===== src/rtl/bsdot_pkg.sv =====
// Shared types and width helpers for the bit-serial dot-product accumulator.
// Everything here is pure parameter math: no logic and no state.
package bsdot_pkg;

  typedef enum logic [1:0] {
    IDLE = 2'd0,
    RUN  = 2'd1,
    OUT  = 2'd2
  } state_t;

  // A single plane partial: the weight width plus room for LANES terms plus a sign bit.
  function automatic int pbits_f(input int lanes, input int wbits);
    return wbits + $clog2(lanes) + 1;
  endfunction

  // The dot product is shifted left once per plane after the first (ABITS-2 times in all).
  function automatic int dotw_f(input int lanes, input int wbits, input int abits);
    return pbits_f(lanes, wbits) + abits - 2;
  endfunction

  function automatic longint sat_max_f(input int obits);
    return (longint'(1) << (obits - 1)) - 1;
  endfunction

  function automatic longint sat_min_f(input int obits);
    return -(longint'(1) << (obits - 1));
  endfunction

endpackage


===== src/rtl/bsdot_plane_sum.sv =====
// Combinational signed conditional-add tree over one activation bit-plane.
// Latency 0; no handshake. A lane adds +w or -w when its plane bit is set.
module bsdot_plane_sum
  import bsdot_pkg::*;
#(
  parameter int LANES = 32,
  parameter int WBITS = 4,
  parameter int PBITS = pbits_f(LANES, WBITS)
) (
  input  logic [LANES*WBITS-1:0] weight,
  input  logic [LANES-1:0]       sign,
  input  logic [LANES-1:0]       plane,
  output logic signed [PBITS-1:0] p
);

  logic signed [PBITS-1:0] w_ext;

  // Negation happens at PBITS, so the most negative weight negates exactly.
  always_comb begin
    p     = '0;
    w_ext = '0;
    for (int i = 0; i < LANES; i++) begin
      w_ext = PBITS'($signed(weight[i*WBITS +: WBITS]));
      if (plane[i]) begin
        p = sign[i] ? (p - w_ext) : (p + w_ext);
      end
    end
  end

endmodule


===== src/rtl/bsdot_acc.sv =====
// Bit-serial signed dot-product accumulator. Result is ready ABITS-1 cycles after accept; one vector every ABITS cycles.
// out_sum/out_valid are held while out_ready is low, with no new vector taken. BSDOT_SAT_EN selects a saturating accumulator (otherwise it wraps).
module bsdot_acc
  import bsdot_pkg::*;
#(
  parameter int LANES = 32,
  parameter int WBITS = 4,
  parameter int ABITS = 4,
  parameter int OBITS = 24
) (
  input  logic                   clk,
  input  logic                   rst,
  input  logic                   in_valid,
  output logic                   in_ready,
  input  logic                   in_last,
  input  logic [LANES*WBITS-1:0] weight,
  input  logic [LANES*ABITS-1:0] activation,
  output logic                   out_valid,
  input  logic                   out_ready,
  output logic [OBITS-1:0]       out_sum
);

  localparam int M     = ABITS - 1;
  localparam int PBITS = pbits_f(LANES, WBITS);
  localparam int DW    = dotw_f(LANES, WBITS, ABITS);
  localparam int KW    = (M > 1) ? $clog2(M) : 1;

  state_t                  state, state_nxt;
  logic [LANES*WBITS-1:0]  w_q;
  logic [LANES*ABITS-1:0]  a_q;
  logic                    last_q;
  logic [KW-1:0]           k;
  logic signed [DW-1:0]    dot, dot_base, dot_nxt;
  logic signed [OBITS-1:0] acc, acc_nxt, v;
  logic [LANES-1:0]        sign_bits, plane_bits;
  logic [ABITS-1:0]        lane, lane_sh;
  logic signed [PBITS-1:0] p;

  always_comb begin
    sign_bits  = '0;
    plane_bits = '0;
    lane       = '0;
    lane_sh    = '0;
    for (int i = 0; i < LANES; i++) begin
      lane          = a_q[i*ABITS +: ABITS];
      lane_sh       = lane >> k;
      sign_bits[i]  = lane[ABITS-1];
      plane_bits[i] = lane_sh[0];
    end
  end

  bsdot_plane_sum #(
    .LANES(LANES),
    .WBITS(WBITS),
    .PBITS(PBITS)
  ) u_plane_sum (
    .weight(w_q),
    .sign  (sign_bits),
    .plane (plane_bits),
    .p     (p)
  );

  // The first plane starts from zero rather than from the previous vector's dot.
  always_comb begin
    dot_base = (k == KW'(M - 1)) ? '0 : (dot <<< 1);
    dot_nxt  = dot_base + DW'(p);
    v        = OBITS'(dot_nxt);
  end

`ifdef BSDOT_SAT_EN
  localparam logic signed [OBITS-1:0] SAT_MAX = OBITS'(sat_max_f(OBITS));
  localparam logic signed [OBITS-1:0] SAT_MIN = OBITS'(sat_min_f(OBITS));
  logic [OBITS:0] sum_w;

  always_comb begin
    sum_w = {acc[OBITS-1], acc} + {v[OBITS-1], v};
    if (sum_w[OBITS] != sum_w[OBITS-1]) begin
      acc_nxt = sum_w[OBITS] ? SAT_MIN : SAT_MAX;
    end else begin
      acc_nxt = sum_w[OBITS-1:0];
    end
  end
`else
  always_comb begin
    acc_nxt = acc + v;
  end
`endif

  always_ff @(posedge clk or negedge rst) begin
    if (!rst) state <= IDLE;
    else      state <= state_nxt;
  end

  always_comb begin
    state_nxt = state;
    case (state)
      IDLE:    if (in_valid) state_nxt = RUN;
      RUN:     if (k == '0) state_nxt = last_q ? OUT : IDLE;
      OUT:     if (out_ready) state_nxt = IDLE;
      default: state_nxt = IDLE;
    endcase
  end

  assign in_ready  = (state == IDLE);
  assign out_valid = (state == OUT);

  always_ff @(posedge clk or negedge rst) begin
    if (!rst) begin
      w_q     <= '0;
      a_q     <= '0;
      last_q  <= 1'b0;
      k       <= '0;
      dot     <= '0;
      acc     <= '0;
      out_sum <= '0;
    end else begin
      case (state)
        IDLE: begin
          if (in_valid) begin
            w_q    <= weight;
            a_q    <= activation;
            last_q <= in_last;
            k      <= KW'(M - 1);
          end
        end
        RUN: begin
          dot <= dot_nxt;
          k   <= k - KW'(1);
          if (k == '0) begin
            if (last_q) begin
              out_sum <= acc_nxt;
              acc     <= '0;
            end else begin
              acc <= acc_nxt;
            end
          end
        end
        default: ;
      endcase
    end
  end

endmodule


===== config.mk =====
export PLATFORM = sky130hd
export DESIGN_NAME = bsdot_acc
export DESIGN_NICKNAME = d
export VERILOG_FILES = /design/src/rtl/bsdot_pkg.sv /design/src/rtl/bsdot_plane_sum.sv /design/src/rtl/bsdot_acc.sv
export SDC_FILE = /design/constraint.sdc
export NUM_CORES = 1
export LEC_CHECK = 0
export BUFFER_PORTS_ARGS = -buffer_cell sky130_fd_sc_hd__clkbuf_2
export CAP_MARGIN = 0
export CORE_ASPECT_RATIO = 2
export CORE_UTILIZATION = 35
export DETAILED_ROUTE_END_ITERATION = 7
export GPL_TIMING_DRIVEN = 1
export PLACE_DENSITY = 0.53
export SYNTH_ARGS = -nofsm -noshare
export SYNTH_HDL_FRONTEND = slang
export SYNTH_SLANG_ARGS = --single-unit

===== constraint.sdc =====
create_clock -name clk -period 76.8 [get_ports clk]
set_input_delay 11.52 -clock clk [delete_from_list [all_inputs] [get_ports clk]]
set_output_delay 11.52 -clock clk [all_outputs]
set_load 0.05 [all_outputs]

==> impl_table.tex, run 1 <==
\begin{tabular}{lr}
\hline
Metric & Value \\
\hline
\multicolumn{2}{l}{\textbf{Run status}} \\
\quad Outcome & finished, final reports clean \\
\multicolumn{2}{l}{\textbf{Synth}} \\
\quad Post-synth top area share & 0.169 \\
\quad Post-synthesis async set-or-reset flop share & 1.00 \\
\quad Synth cell types & approximately 120 \\
\quad Synthesis Warnings & 0 \\
\quad Top area cells in the synthesized netlist & sky130\_fd\_sc\_hd\_\_dfrtp\_1 17\%, sky130\_fd\_sc\_hd\_\_ha\_1 9.6\%, sky130\_fd\_sc\_hd\_\_nand2\_1 7.8\% \\
\quad Cell taking the most area after synthesis & sky130\_fd\_sc\_hd\_\_dfrtp\_1 \\
\quad Post-Synthesis Cells & about 6200 \\
\quad Most frequent cell after synthesis & sky130\_fd\_sc\_hd\_\_nand2\_1 \\
\quad Flops \& latches, synth & 320 \\
\quad Top post-synthesis cells by count & 977 x sky130\_fd\_sc\_hd\_\_nand2\_1, 443 x sky130\_fd\_sc\_hd\_\_nor2\_1, 362 x sky130\_fd\_sc\_hd\_\_ha\_1, 361 x sky130\_fd\_sc\_hd\_\_xnor2\_1, 358 x sky130\_fd\_sc\_hd\_\_inv\_1 \\
\quad Portion of the post-synthesis area used by sequential elements & 0.169 \\
\quad Post-Synthesis Cell Area & 47300 um2 \\
\quad Flip-flop cell with the highest count after synthesis & sky130\_fd\_sc\_hd\_\_dfrtp\_1 \\
\quad Net count after synthesis & roughly 6800 \\
\quad Mean instance size in the synthesized netlist & 7.67 um2 \\
\quad Count of flip-flops with a built-in enable after synthesis & 0 \\
\multicolumn{2}{l}{\textbf{Setup path}} \\
\quad Most used cell, CP & sky130\_fd\_sc\_hd\_\_xnor2\_1 \\
\quad Critical path type & reg2reg \\
\quad Number of cells on the worst reg-to-reg path & $\sim$190 \\
\quad Critical-path top delay cell & sky130\_fd\_sc\_hd\_\_xor2\_1 \\
\quad Source of the worst register-to-register timing path & k[0]\$\_DFFE\_PN0P\_ \\
\quad Worst flop-to-flop path endpoint & out\_sum[23]\$\_DFFE\_PN0P\_ \\
\quad Type of element capturing the critical path & register \\
\quad Internal reg-to-reg setup slack & slightly below 30 ns \\
\quad Arrival time of the worst setup path & 47.59 ns \\
\quad CP Data Required Time & slightly below 80 ns \\
\quad Kind of start point of the critical path & register \\
\quad Maximum cell stage delay along the critical path & 0.91 ns \\
\quad CP Max Fanout & 37 \\
\multicolumn{2}{l}{\textbf{Global routing}} \\
\quad Maximum number of pins on one net before global-route repair & between 90 and 100 \\
\quad Global-route congestion overflow total & 0 \\
\quad Number of antenna violations at the first check in global routing & 6 \\
\quad Via count of the first global-routing pass & approximately 47000 \\
\quad Overall Global Routing Usage & 0.262 \\
\quad Wire length of the first global-routing pass & between 200000 and 300000 um \\
\multicolumn{2}{l}{\textbf{Route}} \\
\quad Routed WL per cell & roughly 23 um \\
\quad Remaining design rule violation count & 0 \\
\quad First-pass iteration count of the detailed router & 6 \\
\quad Via/cell ratio & 5.82 \\
\quad Number of DRC violations after detailed-routing iteration 0 & between 3000 and 4000 \\
\quad Antenna violation net count after detailed routing & 0 \\
\quad Total Routed Length & 183000 um \\
\quad Count of vias placed by the detailed router & around 47000 \\
\multicolumn{2}{l}{\textbf{Clocking}} \\
\quad Clock transition at the register clock pins on the worst setup and hold paths after CTS & 0.07 ns \\
\quad Worst skew pair latency & roughly 0.63 ns \\
\quad TritonCTS clock tree & yes \\
\quad Num Clock Sinks & 320 \\
\quad Resized Gates After CTS & 0 \\
\quad Number of hold-repair buffers added at the cts stage & 0 \\
\quad Number of H-tree levels & 2 \\
\quad Max Buffers Root-to-Sink & 3 \\
\quad Clock buffer count from CTS & 40 \\
\quad Total setup buffers inserted after CTS & 0 \\
\quad Master cell of the clock root buffer & sky130\_fd\_sc\_hd\_\_clkbuf\_16 \\
\multicolumn{2}{l}{\textbf{Die}} \\
\quad Starting density of the core & 0.353 \\
\quad Standard cell core area & $\sim$130000 um2 \\
\quad Die span in x & 262 um \\
\quad Die height & between 500 and 600 um \\
\quad Die Outline Area & 137000 um2 \\
\quad Ports & 287 \\
\quad Std-Cell Rows & between 150 and 200 \\
\multicolumn{2}{l}{\textbf{Place}} \\
\quad Estimated wirelength of the detail-placed design & about 150000 um \\
\quad Total of buffers placed on input and output ports & 286 \\
\quad Placer's final routability congestion estimate & roughly 1 \\
\multicolumn{2}{l}{\textbf{Timing}} \\
\quad Max-Slew Margin vs Limit & 0.126 \\
\quad Setup-failing EPs final & 0 \\
\quad Number of endpoints with negative hold slack in the final report & 0 \\
\quad Final min period & between 40 and 50 ns \\
\quad Maximum clock skew at final layout & 0.0186 ns \\
\quad Transition at the pin with the smallest max-transition slack & roughly 1.3 ns \\
\quad Final slew viol count & 0 \\
\quad Sum Neg Setup Slack & 0 ns \\
\quad Setup repair after global routing missed its margin & false \\
\quad Post-route clock period utilization & 0.613 \\
\quad Peak Freq & roughly 21 MHz \\
\multicolumn{2}{l}{\textbf{Hold path}} \\
\quad Hold Startpoint & a\_q[110]\$\_DFFE\_PN0P\_ \\
\quad WHS Endpoint & a\_q[110]\$\_DFFE\_PN0P\_ \\
\quad Number of cells on the worst hold path & 2 \\
\quad Min-Delay Path Class & reg2reg \\
\multicolumn{2}{l}{\textbf{Final layout}} \\
\quad Layout fillers & between 10000 and 15000 \\
\quad Layout Area Growth over Synthesis & 9.60\% \\
\quad Number of nets in the layout & slightly below 7000 \\
\quad Combined area of the multi-input logic cells & between 30000 and 40000 um2 \\
\quad Share of layout cells above drive strength 1 & 0.115 \\
\quad FF/Latch Area & approximately 8000 um2 \\
\multicolumn{2}{l}{\textbf{Job}} \\
\quad Number of max-cap violations & 0 \\
\hline
\end{tabular}
through the flow:
step / instances / hold WS (ns) / cell area, um2 / util / setup slack (ns)
final: 8057 / 0.471 / 51800 / 0.386 / 29.72
after global routing: 8056 / 0.495 / 51800 / 0.386 / 26.66
after CTS: 8056 / 0.474 / 51800 / 0.386 / 30.03
after detailed placement: 7982 / 0.457 / 50400 / 0.376 / 30.31
after global placement: 7982 / 0.456 / 50400 / 0.376 / 30.76
after floorplan: 6162 / 0.440 / 47300 / - / 38.98
how the worst max path moves through the flow:
stage,start,end,slack [ns],cells past startpoint
finish,k[0]$_DFFE_PN0P_,out_sum[23]$_DFFE_PN0P_,29.72,186
global route,k[0]$_DFFE_PN0P_,out_sum[23]$_DFFE_PN0P_,26.66,186
CTS,k[0]$_DFFE_PN0P_,out_sum[23]$_DFFE_PN0P_,30.03,186
detailed placement,k[0]$_DFFE_PN0P_,out_sum[23]$_DFFE_PN0P_,30.31,186
global placement,k[0]$_DFFE_PN0P_,out_sum[23]$_DFFE_PN0P_,30.76,185
floorplan,k[1]$_DFFE_PN0P_,out_sum[23]$_DFFE_PN0P_,38.98,184
cell usage in the layout, fill, tap and decap left out, types with 63 or more instances in the layout:
cell type,count
sky130_fd_sc_hd__o31ai_1,64
sky130_fd_sc_hd__mux2i_1,183
sky130_fd_sc_hd__buf_4,69
sky130_fd_sc_hd__nor2_1,443
sky130_fd_sc_hd__ha_1,362
sky130_fd_sc_hd__mux2_2,143
sky130_fd_sc_hd__a21o_1,103
sky130_fd_sc_hd__and3_1,63
sky130_fd_sc_hd__xnor2_1,360
sky130_fd_sc_hd__o21ai_0,295
sky130_fd_sc_hd__xor2_1,150
sky130_fd_sc_hd__or3_1,86
sky130_fd_sc_hd__nand2_1,976
sky130_fd_sc_hd__inv_1,358
sky130_fd_sc_hd__nand3_1,135
sky130_fd_sc_hd__nand2b_1,96
sky130_fd_sc_hd__a21oi_1,347
sky130_fd_sc_hd__dfrtp_1,318
sky130_fd_sc_hd__clkbuf_2,285
sky130_fd_sc_hd__nor4_1,74
sky130_fd_sc_hd__and2_1,64
sky130_fd_sc_hd__nor3_1,136
critical path: cells and delay by family (launching register included):
family          cells  cell delay, ns
xor+xnor           62           17.09
compound gates     45           10.87
fa+ha+maj          21            7.30
simple gates       45            6.57
mux                 8            2.64
buf+inv             5            1.65
flops               1            0.74
routing by layer:
metal | routed length [um] | global-route usage | share of wire
met1 | 67700 | 0.273 | 0.37
met2 | 93400 | 0.482 | 0.51
met3 | 7000 | 0.0248 | 0.038
met4 | 15200 | 0.189 | 0.083
met5 | 46 | 0 | 0.00025
layout make-up:
type	count	area share
multi-input combinational	5211	0.711
tap	1728	0.0417
clock buffer	45	0.0203
timing repair buffer	355	0.0378
inverter	368	0.0267
antenna	1	0.0000483
sequential	320	0.155
clock inverter	29	0.00794
state kept, by name, summed over array words and instances, names as in the netlist:
register	count
a_q	128
w_q	128
acc	24
out_sum	24
dot	11
k	2
state	2
last_q	1
logic make-up (layout without fill, tap and decap cells):
kind of cell	Yosys count	count (layout)	share of synthesized area
fa+ha+maj	418	418	0.114
xor+xnor	584	584	0.128
mux	353	353	0.0855
compound gates	1522	1522	0.218
other cells	0	1	0
flops	320	320	0.169
buf+inv	631	797	0.0520
simple gates	2334	2334	0.232
Power of run 1 is not shown: default switching activity piles up to over one toggle a cycle in this logic, so the estimate is an artifact.
==> run 2: changes to the inputs <==
Clock period 76.8 ns to 45.4 ns, I/O delays scaled along.
==> run 2 against run 1 <==
Net effect:
- clock-buffer cell count rose by 2
- final area rose by 0.38%
- fmax rose by 10%
- via count rose by 0.18%
- critical path depth rose by 3
- sequential cell count did not move
- non-clock buffer count rose by 9
- first-iteration DRC count fell by 1.7%
- die area did not move
- critical path type unchanged
- highest routed layer unchanged
==> impl_table.tex, run 2 (synthesis gave the netlist of run 1 again) <==
\begin{tabular}{lr}
\hline
Metric & Value \\
\hline
\multicolumn{2}{l}{\textbf{Run status}} \\
\quad Outcome & finished, final reports clean \\
\multicolumn{2}{l}{\textbf{Global routing}} \\
\quad Overall Global Routing Usage & 0.265 \\
\quad Via count of the first global-routing pass & around 47000 \\
\quad Number of antenna violations at the first check in global routing & 15 \\
\quad Global-route congestion overflow total & 0 \\
\quad Wire length of the first global-routing pass & between 200000 and 300000 um \\
\quad Maximum number of pins on one net before global-route repair & between 100 and 150 \\
\multicolumn{2}{l}{\textbf{Route}} \\
\quad Routed WL per cell & between 20 and 25 um \\
\quad Antenna violation net count after detailed routing & 0 \\
\quad Via/cell ratio & between 5 and 6 \\
\quad Total Routed Length & between 150000 and 200000 um \\
\quad Met2 wire length & roughly 97000 um \\
\quad Count of vias placed by the detailed router & approximately 47000 \\
\quad Number of DRC violations after detailed-routing iteration 0 & just under 3000 \\
\quad Remaining design rule violation count & 0 \\
\quad First-pass iteration count of the detailed router & 8 \\
\quad Uppermost layer routed & met5 \\
\quad Met3 wire len & 7640 um \\
\quad Detailed-route wire length on metal 1 & approximately 67000 um \\
\multicolumn{2}{l}{\textbf{Die}} \\
\quad Starting density of the core & 0.353 \\
\quad Die span in x & $\sim$260 um \\
\quad Standard cell core area & 134000 um2 \\
\quad Ports & around 290 \\
\quad Die height & between 500 and 600 um \\
\quad Std-Cell Rows & 190 \\
\quad Die Outline Area & between 100000 and 150000 um2 \\
\multicolumn{2}{l}{\textbf{Final layout}} \\
\quad Most common cell after layout, fill and taps aside & sky130\_fd\_sc\_hd\_\_nand2\_1 \\
\quad Layout Area Growth over Synthesis & 10.0\% \\
\quad Share of layout cells above drive strength 1 & 0.120 \\
\quad Leading registers by flop count & a\_q: 128 flops, w\_q: 128 flops \\
\quad Number of nets in the layout & between 6000 and 7000 \\
\quad Commonest cells after routing, fill and taps aside & 976 x sky130\_fd\_sc\_hd\_\_nand2\_1, 442 x sky130\_fd\_sc\_hd\_\_nor2\_1, 362 x sky130\_fd\_sc\_hd\_\_ha\_1, 358 x sky130\_fd\_sc\_hd\_\_inv\_1, 352 x sky130\_fd\_sc\_hd\_\_xnor2\_1 \\
\quad Post-layout instance area & 52000 um2 \\
\multicolumn{2}{l}{\textbf{Place}} \\
\quad Placed Area & roughly 50000 um2 \\
\quad Estimated wirelength of the detail-placed design & 152000 um \\
\quad Placer's final routability congestion estimate & $\sim$0.98 \\
\quad Dpl ws & 0.780 ns \\
\quad Total of buffers placed on input and output ports & $\sim$290 \\
\multicolumn{2}{l}{\textbf{Timing}} \\
\quad Final min period & around 43 ns \\
\quad Maximum clock skew at final layout & $\sim$0.053 ns \\
\quad Final slew viol count & 0 \\
\quad Transition at the pin with the smallest max-transition slack & around 1.3 ns \\
\quad Worst Setup Slack, final & 2.63 ns \\
\quad Number of endpoints with negative hold slack in the final report & 0 \\
\quad Peak Freq & 23.4 MHz \\
\quad Setup-failing EPs final & 0 \\
\quad Max-Slew Margin vs Limit & 0.134 \\
\quad Post-route clock period utilization & 0.942 \\
\multicolumn{2}{l}{\textbf{Clocking}} \\
\quad Master cell of the clock root buffer & sky130\_fd\_sc\_hd\_\_clkbuf\_16 \\
\quad Clock buffer count from CTS & 38 \\
\quad Num Clock Sinks & 320 \\
\quad Max Buffers Root-to-Sink & 3 \\
\quad Number of hold-repair buffers added at the cts stage & 0 \\
\quad Worst skew pair latency & approximately 0.63 ns \\
\quad Clock transition at the register clock pins on the worst setup and hold paths after CTS & 0.07 ns \\
\quad TritonCTS clock tree & yes \\
\quad Number of H-tree levels & 2 \\
\multicolumn{2}{l}{\textbf{Setup path}} \\
\quad Arrival time of the worst setup path & roughly 43 ns \\
\quad Kind of start point of the critical path & register \\
\quad Maximum cell stage delay along the critical path & about 0.9 ns \\
\quad CP Max Fanout & 17 \\
\quad Critical path type & reg2reg \\
\quad Most used cell, CP & sky130\_fd\_sc\_hd\_\_xnor2\_1 \\
\quad CP Data Required Time & about 46 ns \\
\quad Type of element capturing the critical path & register \\
\quad Critical-path top delay cell & sky130\_fd\_sc\_hd\_\_o41ai\_1 \\
\multicolumn{2}{l}{\textbf{Job}} \\
\quad Number of max-cap violations & 0 \\
\multicolumn{2}{l}{\textbf{Hold path}} \\
\quad Min-Delay Path Class & reg2reg \\
\hline
\end{tabular}
==> run 2: path summary, 6_finish.rpt <==
kind,depth (start not counted),from,endpoint,slack [ns]
max,189,k[1]$_DFFE_PN0P_,out_sum[23]$_DFFE_PN0P_,2.63
max reg2reg,189,k[1]$_DFFE_PN0P_,out_sum[23]$_DFFE_PN0P_,2.63
min reg2reg,2,a_q[86]$_DFFE_PN0P_,a_q[86]$_DFFE_PN0P_,0.47
max in group asynchronous,3,rst,k[1]$_DFFE_PN0P_,36.95
min,2,a_q[86]$_DFFE_PN0P_,a_q[86]$_DFFE_PN0P_,0.47
min in group asynchronous,1,rst,out_sum[13]$_DFFE_PN0P_,6.14
==> run 2: metrics by stage <==
step | hold WS, ns | TNS, ns | util | std cells
global placement | 0.456 | 0 | 0.376 | 7985
floorplan | 0.440 | 0 | - | 6162
global route | 0.490 | -0.00970 | 0.388 | 8060
CTS | 0.475 | 0 | 0.386 | 8052
detailed placement | 0.459 | 0 | 0.376 | 7985
finish | 0.470 | 0 | 0.388 | 8062
==> run 2: worst max-delay path, delay by kind of cell, from the launching register on <==
family                     cells  cell delay (ns)
adders and majority gates     20             6.95
buffers and inverters          6             1.06
AOI/OAI and AO/OA             46            10.05
and+or+nand+nor               48             7.68
muxes                          8             2.13
xor gates and xnor gates      61            14.20
DFF                            1             0.51
==> run 2: what timing repair did <==
action,in CTS,in global routing
hold endpoints to repair,0,0
buffers inserted,0,6
setup endpoints to repair,0,27
gates resized for setup,0,39
==> run 2: area by class of cell <==
class	count	area, um2
Fill cell	14100	82100
Clock buffer	47	1050
Timing Repair Buffer	364	2030
Tap cell	1728	2160
Antenna cell	4	10.0
Multi-Input combinational cell	5211	37100
Sequential cell	320	8020
Inverter	368	1380
Clock inverter	20	300
==> run 2: routing by layer <==
metal | GRT usage | up-vias
li1 | - | 22400
met1 | 0.271 | 22500
met2 | 0.500 | 1479
met3 | 0.0287 | 488
met4 | 0.172 | 20
met5 | 0 | -
Power of run 2 is left out for the same reason.
